**config.mk**
```make
export PLATFORM = sky130hd
export DESIGN_NAME = retire_trace_monitor
export DESIGN_NICKNAME = d
export VERILOG_FILES = /design/src/rtl/retire_trace_monitor.sv
export SDC_FILE = /design/constraint.sdc
export NUM_CORES = 1
export LEC_CHECK = 0
export BUFFER_PORTS_ARGS = -buffer_cell sky130_fd_sc_hd__clkbuf_2
export CORE_MARGIN = 5
export CORE_UTILIZATION = 45
export CTS_CLUSTER_SIZE = 25
export DETAILED_ROUTE_END_ITERATION = 6
export GPL_ROUTABILITY_DRIVEN = 0
export PLACE_DENSITY = 0.65
export SETUP_SLACK_MARGIN = 0.02
export SLEW_MARGIN = 40
export SYNTH_ARGS = -nofsm -noshare
export SYNTH_HDL_FRONTEND = slang
export SYNTH_SLANG_ARGS = --single-unit
```
**constraint.sdc**
```tcl
create_clock -name clk -period 2.5 [get_ports clk]
set_clock_uncertainty 0.1 [all_clocks]
set_input_delay 0.375 -clock clk [delete_from_list [all_inputs] [get_ports clk]]
set_output_delay 0.375 -clock clk [all_outputs]
set_load 0.005 [all_outputs]
```
**src/rtl/retire_trace_monitor.sv**
```systemverilog
// retire_trace_monitor
// Passive shadow of the RV12 IF..WB pipeline. Tracks pc/insn/bubble per stage
// from IF fetch data plus stall/flush/exception, and emits one registered
// retirement record per committed instruction. The next-pc of a record is only
// known at the following retirement, so one record is always held pending.
// Never drives the core.
module retire_trace_monitor #(
    parameter logic [31:0] PC_INIT  = 32'h0000_0200,
    parameter logic [31:0] NOP_INSN = 32'h0000_0013
) (
    input  logic        clk,
    input  logic        rst_n,

    input  logic [31:0] if_pc_i,
    input  logic [31:0] if_insn_i,
    input  logic        if_bubble_i,
    input  logic        id_stall_i,
    input  logic        bu_flush_i,
    input  logic        ex_exception_i,

    input  logic        wb_we_i,
    input  logic [4:0]  wb_dst_i,
    input  logic [31:0] wb_r_i,

    output logic        rv_valid_o,
    output logic [63:0] rv_order_o,
    output logic [31:0] rv_insn_o,
    output logic [31:0] rv_pc_rdata_o,
    output logic [31:0] rv_pc_wdata_o,
    output logic [4:0]  rv_rd_addr_o,
    output logic [31:0] rv_rd_wdata_o
);

    // ------------------------------------------------------------------
    // Shadow pipeline state
    // ------------------------------------------------------------------
    logic [31:0] pd_pc_q,   pd_pc_d;
    logic [31:0] pd_insn_q, pd_insn_d;
    logic        pd_bubble_q, pd_bubble_d;

    logic [31:0] id_pc_q,   id_pc_d;
    logic [31:0] id_insn_q, id_insn_d;
    logic        id_bubble_q, id_bubble_d;

    logic [31:0] ex_pc_q,   ex_pc_d;
    logic [31:0] ex_insn_q, ex_insn_d;
    logic        ex_bubble_q, ex_bubble_d;

    logic [31:0] mem_pc_q,   mem_pc_d;
    logic [31:0] mem_insn_q, mem_insn_d;
    logic        mem_bubble_q, mem_bubble_d;

    logic [31:0] wb_pc_q,   wb_pc_d;
    logic [31:0] wb_insn_q, wb_insn_d;
    logic        wb_bubble_q, wb_bubble_d;

    // ------------------------------------------------------------------
    // Pending record (waiting for its next-pc) and output registers
    // ------------------------------------------------------------------
    logic        pend_valid_q, pend_valid_d;
    logic [31:0] pend_pc_q,    pend_pc_d;
    logic [31:0] pend_insn_q,  pend_insn_d;
    logic [4:0]  pend_rd_q,    pend_rd_d;
    logic [31:0] pend_wdata_q, pend_wdata_d;

    logic [63:0] order_q, order_d;

    logic        rv_valid_q,    rv_valid_d;
    logic [63:0] rv_order_q,    rv_order_d;
    logic [31:0] rv_insn_q,     rv_insn_d;
    logic [31:0] rv_pc_rdata_q, rv_pc_rdata_d;
    logic [31:0] rv_pc_wdata_q, rv_pc_wdata_d;
    logic [4:0]  rv_rd_addr_q,  rv_rd_addr_d;
    logic [31:0] rv_rd_wdata_q, rv_rd_wdata_d;

    logic        capture;
    logic        emit;
    logic [4:0]  cap_rd;
    logic [31:0] cap_wdata;

    // Next state of PD and ID: both freeze their payload on an ID stall.
    // A stall still bubbles ID because the instruction it held moves into EX.
    always_comb begin
        pd_pc_d     = pd_pc_q;
        pd_insn_d   = pd_insn_q;
        pd_bubble_d = pd_bubble_q;
        id_pc_d     = id_pc_q;
        id_insn_d   = id_insn_q;

        if (!id_stall_i) begin
            pd_pc_d   = if_pc_i & ~32'h0000_0003;
            pd_insn_d = if_insn_i;
            id_pc_d   = pd_pc_q;
            id_insn_d = pd_insn_q;
        end

        if (bu_flush_i || ex_exception_i) begin
            pd_bubble_d = 1'b1;
        end else if (!id_stall_i) begin
            pd_bubble_d = if_bubble_i;
        end

        id_bubble_d = (bu_flush_i || id_stall_i || ex_exception_i) ? 1'b1 : pd_bubble_q;
    end

    // Next state of EX, MEM and WB: advance every cycle; EX is killed by an exception.
    always_comb begin
        ex_pc_d      = id_pc_q;
        ex_insn_d    = id_insn_q;
        ex_bubble_d  = ex_exception_i ? 1'b1 : id_bubble_q;

        mem_pc_d     = ex_pc_q;
        mem_insn_d   = ex_insn_q;
        mem_bubble_d = ex_bubble_q;

        wb_pc_d      = mem_pc_q;
        wb_insn_d    = mem_insn_q;
        wb_bubble_d  = mem_bubble_q;
    end

    // Shadow pipeline registers, reset to a column of bubbled NOPs at PC_INIT.
    always_ff @(posedge clk or negedge rst_n) begin
        if (!rst_n) begin
            pd_pc_q      <= PC_INIT;
            pd_insn_q    <= NOP_INSN;
            pd_bubble_q  <= 1'b1;
            id_pc_q      <= PC_INIT;
            id_insn_q    <= NOP_INSN;
            id_bubble_q  <= 1'b1;
            ex_pc_q      <= PC_INIT;
            ex_insn_q    <= NOP_INSN;
            ex_bubble_q  <= 1'b1;
            mem_pc_q     <= PC_INIT;
            mem_insn_q   <= NOP_INSN;
            mem_bubble_q <= 1'b1;
            wb_pc_q      <= PC_INIT;
            wb_insn_q    <= NOP_INSN;
            wb_bubble_q  <= 1'b1;
        end else begin
            pd_pc_q      <= pd_pc_d;
            pd_insn_q    <= pd_insn_d;
            pd_bubble_q  <= pd_bubble_d;
            id_pc_q      <= id_pc_d;
            id_insn_q    <= id_insn_d;
            id_bubble_q  <= id_bubble_d;
            ex_pc_q      <= ex_pc_d;
            ex_insn_q    <= ex_insn_d;
            ex_bubble_q  <= ex_bubble_d;
            mem_pc_q     <= mem_pc_d;
            mem_insn_q   <= mem_insn_d;
            mem_bubble_q <= mem_bubble_d;
            wb_pc_q      <= wb_pc_d;
            wb_insn_q    <= wb_insn_d;
            wb_bubble_q  <= wb_bubble_d;
        end
    end

    // Retirement capture: the WB shadow holds a live instruction. Writes to x0
    // and non-writing instructions both report rd 0 with zero data.
    always_comb begin
        capture   = !wb_bubble_q;
        emit      = capture && pend_valid_q;
        cap_rd    = (wb_we_i && (wb_dst_i != 5'd0)) ? wb_dst_i : 5'd0;
        cap_wdata = (cap_rd != 5'd0) ? wb_r_i : 32'd0;
    end

    // Pending buffer and output record next state: emit the old pending record
    // (its next-pc is the pc now retiring), then replace it with the new one.
    always_comb begin
        pend_valid_d  = pend_valid_q;
        pend_pc_d     = pend_pc_q;
        pend_insn_d   = pend_insn_q;
        pend_rd_d     = pend_rd_q;
        pend_wdata_d  = pend_wdata_q;
        order_d       = order_q;

        rv_valid_d    = 1'b0;
        rv_order_d    = rv_order_q;
        rv_insn_d     = rv_insn_q;
        rv_pc_rdata_d = rv_pc_rdata_q;
        rv_pc_wdata_d = rv_pc_wdata_q;
        rv_rd_addr_d  = rv_rd_addr_q;
        rv_rd_wdata_d = rv_rd_wdata_q;

        if (emit) begin
            rv_valid_d    = 1'b1;
            rv_order_d    = order_q;
            rv_insn_d     = pend_insn_q;
            rv_pc_rdata_d = pend_pc_q;
            rv_pc_wdata_d = wb_pc_q;
            rv_rd_addr_d  = pend_rd_q;
            rv_rd_wdata_d = pend_wdata_q;
            order_d       = order_q + 64'd1;
        end

        if (capture) begin
            pend_valid_d = 1'b1;
            pend_pc_d    = wb_pc_q;
            pend_insn_d  = wb_insn_q;
            pend_rd_d    = cap_rd;
            pend_wdata_d = cap_wdata;
        end
    end

    // Pending buffer, order counter and registered record outputs.
    always_ff @(posedge clk or negedge rst_n) begin
        if (!rst_n) begin
            pend_valid_q  <= 1'b0;
            pend_pc_q     <= 32'd0;
            pend_insn_q   <= 32'd0;
            pend_rd_q     <= 5'd0;
            pend_wdata_q  <= 32'd0;
            order_q       <= 64'd0;
            rv_valid_q    <= 1'b0;
            rv_order_q    <= 64'd0;
            rv_insn_q     <= 32'd0;
            rv_pc_rdata_q <= 32'd0;
            rv_pc_wdata_q <= 32'd0;
            rv_rd_addr_q  <= 5'd0;
            rv_rd_wdata_q <= 32'd0;
        end else begin
            pend_valid_q  <= pend_valid_d;
            pend_pc_q     <= pend_pc_d;
            pend_insn_q   <= pend_insn_d;
            pend_rd_q     <= pend_rd_d;
            pend_wdata_q  <= pend_wdata_d;
            order_q       <= order_d;
            rv_valid_q    <= rv_valid_d;
            rv_order_q    <= rv_order_d;
            rv_insn_q     <= rv_insn_d;
            rv_pc_rdata_q <= rv_pc_rdata_d;
            rv_pc_wdata_q <= rv_pc_wdata_d;
            rv_rd_addr_q  <= rv_rd_addr_d;
            rv_rd_wdata_q <= rv_rd_wdata_d;
        end
    end

    assign rv_valid_o    = rv_valid_q;
    assign rv_order_o    = rv_order_q;
    assign rv_insn_o     = rv_insn_q;
    assign rv_pc_rdata_o = rv_pc_rdata_q;
    assign rv_pc_wdata_o = rv_pc_wdata_q;
    assign rv_rd_addr_o  = rv_rd_addr_q;
    assign rv_rd_wdata_o = rv_rd_wdata_q;

endmodule

```
==> flow_summary.yaml <==
grt:
  grt.overflow.total: 0
  top_usage_layer: "met2"
  gr-usage-all-layers_pct: 17.6
  grt_max_degree: 152
  grt_util_met1_pct: 23.5
  gr-usage-met2_pct: 28.4
  grt_use_met3_pct: 4.72
  antenna_found_initial: 4
  grt_pass1_wl_mm: 81.7
  grt_pass1_vias: 15668
floorplanning:
  coreArea_um2: 51500
  core.rowCount: 83
  fp.dieArea_um2: 56900
  ios: 306
  die_w_um: 239
  die_y_um: 239
  initial_core_util_pct: 45.7
routing:
  drt_iter0_markers: 714
  dr.pass1.iters: 4
  routedWlPerCell_um: 16.4
  routed_wl_mm: 49.5
  num_vias: 14577
  ant_nets: 0
  drt-vias-per-instance: 4.84
  drc: 0
cts:
  cts_buffers: 70
  cts_max_level: 3
  cts-resized-gates: 0
  cts.sinks: 673
  cts_tree: "done"
  worst_skew_pair.late_latency_ns: 0.58
  cts.path.max_buffers: 3
  clk_pin_slew_ns: 0.05
  root_buffer: "clkbuf_16"
sta:
  max_slew.worst_pin.slew_ns: 0.792
  rsz0062_at_grt: "false"
  setup_tns_ns: 0
  period_needed_ns: 2.28
  maxSlewViolCount: 0
  finalCritPeriodShare_pct: 91.1
  max_slew_margin_pct: 47.2
  setup_viol: 0
  hold_violations: 0
  fmaxAchievable_mhz: 439
layout:
  stdcell_count: 3012
  mostFrequentLayoutCells: "667 x nand2_1, 648 x dfrtp_1, 297 x clkbuf_2, 186 x mux2_2, 105 x dlygate4sd3_1"
  layout_commonest_cell: "nand2_1"
  syn2layout_area_growth_pct: 24.4
  drive_gt1_share_pct: 29.2
  nets: 2393
synthesis:
  synth-edff-count: 0
  yosysSeqAreaShare_pct: 71.7
  ys_warn_count: 0
  syn_inst: 1855
  ys.flop_type: "dfrtp_1"
  synth-async-reset-ratio_pct: 100
  syn_area_per_cell_um2: 12.7
  synth_seq_cells: 673
  syn-cell-area_um2: 23500
  ys_types: 37
pwr:
  combPwrFrac_pct: 5.6
  power_switching_w: 0.00509
  pwr-share-clk_pct: 42.1
  p_int_w: 0.0186
  pwr-share-seq_pct: 52.3
  swShare_pct: 21.5
  power_density_nw_per_um2: 808
  vdd_drop_max_v: 0.000691
  leakage_nw: 14.9
setup_path:
  worstPathRequired_ns: 2.89
  crit_path_max_fanout: 5
  end_kind: "flop"
  critical_path_class: "flop to flop"
  max_stage_delay_ns: 0.44
  arrival_ns: 2.67
  critical-path-slowest-cell: "nor4_4"
  cp-start-kind: "flop"
  reg2reg_slack_ns: 0.22
  worstPathCellList: "ha_1 > nand4b_1 > nor4_4 > nand4_2 > nor4_2 > xor2_1"
outcome:
  outcome: "complete, no violations"
placement:
  hpwlAfterDp_mm: 31.3
  placedCellCount: 2786
  place.port_buffers: 299
flow_run:
  maxCapViolations: 0
hold_path:
  hp-class: "primary input to flop"
worst max-delay path, delay by kind of cell (launching register included):
family / cells / cell delay (ns)
flops: 1 / 0.41
xor+xnor: 1 / 0.16
fa+ha+maj: 1 / 0.23
simple gates: 4 / 1.29
logic make-up after synthesis:
logic type | after synthesis | synth area share, %
xor gates and xnor gates | 63 | 2.35
other | 1 | 0.0159
buffers and inverters | 95 | 1.63
and+or+nand+nor | 792 | 14.4
adders and majority gates | 1 | 0.0532
muxes | 187 | 8.95
AOI/OAI and AO/OA | 43 | 0.926
DFF | 673 | 71.7
metrics by stage:
step | hold slack [ns] | util [%] | power (W) | setup slack (ns) | area [um2]
global placement | 0.231 | 50.5 | 0.0137 | 0.339 | 26000
detailed placement | 0.235 | 50.5 | 0.0138 | 0.265 | 26000
CTS | 0.000527 | 56.8 | 0.0240 | 0.242 | 29200
finish | 0.0600 | 56.8 | 0.0236 | 0.224 | 29300
global route | 0.0322 | 56.8 | 0.0247 | 0.0136 | 29300
floorplan | -0.0206 | - | 0.0130 | 0.583 | 23500
power groups by stage:
stage	clock [W]	combinational (W)	sequential [W]
global placement	0	0.00116	0.0125
floorplan	0	0.000573	0.0124
CTS	0.0103	0.00135	0.0124
finish	0.00996	0.00132	0.0124
detailed placement	0	0.00121	0.0126
global route	0.0107	0.00150	0.0125
area by class of cell:
type | count | area [um2]
Fill cell | 4227 | 22300
Sequential cell | 673 | 16900
Multi-Input combinational cell | 1090 | 6290
Timing Repair Buffer | 440 | 3000
Clock buffer | 100 | 2030
Tap cell | 680 | 851
Clock inverter | 18 | 180
Inverter | 9 | 38.8
Antenna cell | 2 | 5.00
sequential cells by signal (all words and copies together) (netlist names), 32 cells and up:
name,flops
ex_insn_d,32
ex_insn_q,32
mem_insn_q,32
order_q,64
pd_insn_q,32
pend_insn_q,32
pend_wdata_q,32
rv_insn_o,32
rv_order_o,64
rv_rd_wdata_o,32
wb_insn_q,32
final timing paths:
kind                       cells past startpoint          endpoint         from
setup / recovery                               6       order_q[56]   order_q[0]
hold / removal                                 3      pend_rd_q[4]      wb_we_i
setup reg to reg                               6       order_q[56]   order_q[0]
hold reg to reg                                0        wb_pc_q[5]  mem_pc_q[5]
max in group asynchronous                      3     mem_insn_q[0]        rst_n
min in group asynchronous                      2  pend_wdata_q[24]        rst_n
routing by layer:
metal	part of all wire (%)	routed length, um	vias to the layer above
li1	-	-	6821
met1	43	21400	7291
met2	48	23600	371
met3	6.5	3220	90
met4	2.4	1170	4
met5	0.055	27	-
timing repair:
action                                  in CTS  in global routing
setup buffers                                0                  1
endpoints found under the setup margin       0                  1
hold buffers                               105                  0
hold endpoints to repair                   131                  0
synthesized netlist by cell type (2+ instances only):
cell type  number  share of area, %
and3_1          6              0.16
buf_1           7              0.11
buf_2           3             0.064
buf_4           4              0.13
clkbuf_1       71               1.1
dfrtp_1       648                69
dfstp_2        25               2.8
inv_1           9              0.14
mux2_2        186               8.9
nand2_1       667                11
nand2b_1        2             0.053
nand3_1        21              0.45
nand3_2         5              0.21
nand4_1        21              0.56
nand4_4         3              0.27
nor2_1         25              0.40
nor3_1         12              0.26
nor3_2          7              0.30
nor4_1          2             0.053
nor4_2          6              0.32
nor4_4          3              0.27
o21ai_0        42              0.89
or2_2           3             0.080
or4_1           3             0.096
xnor2_1        29               1.1
xor2_1         34               1.3
(Power assumes the default switching activity.)
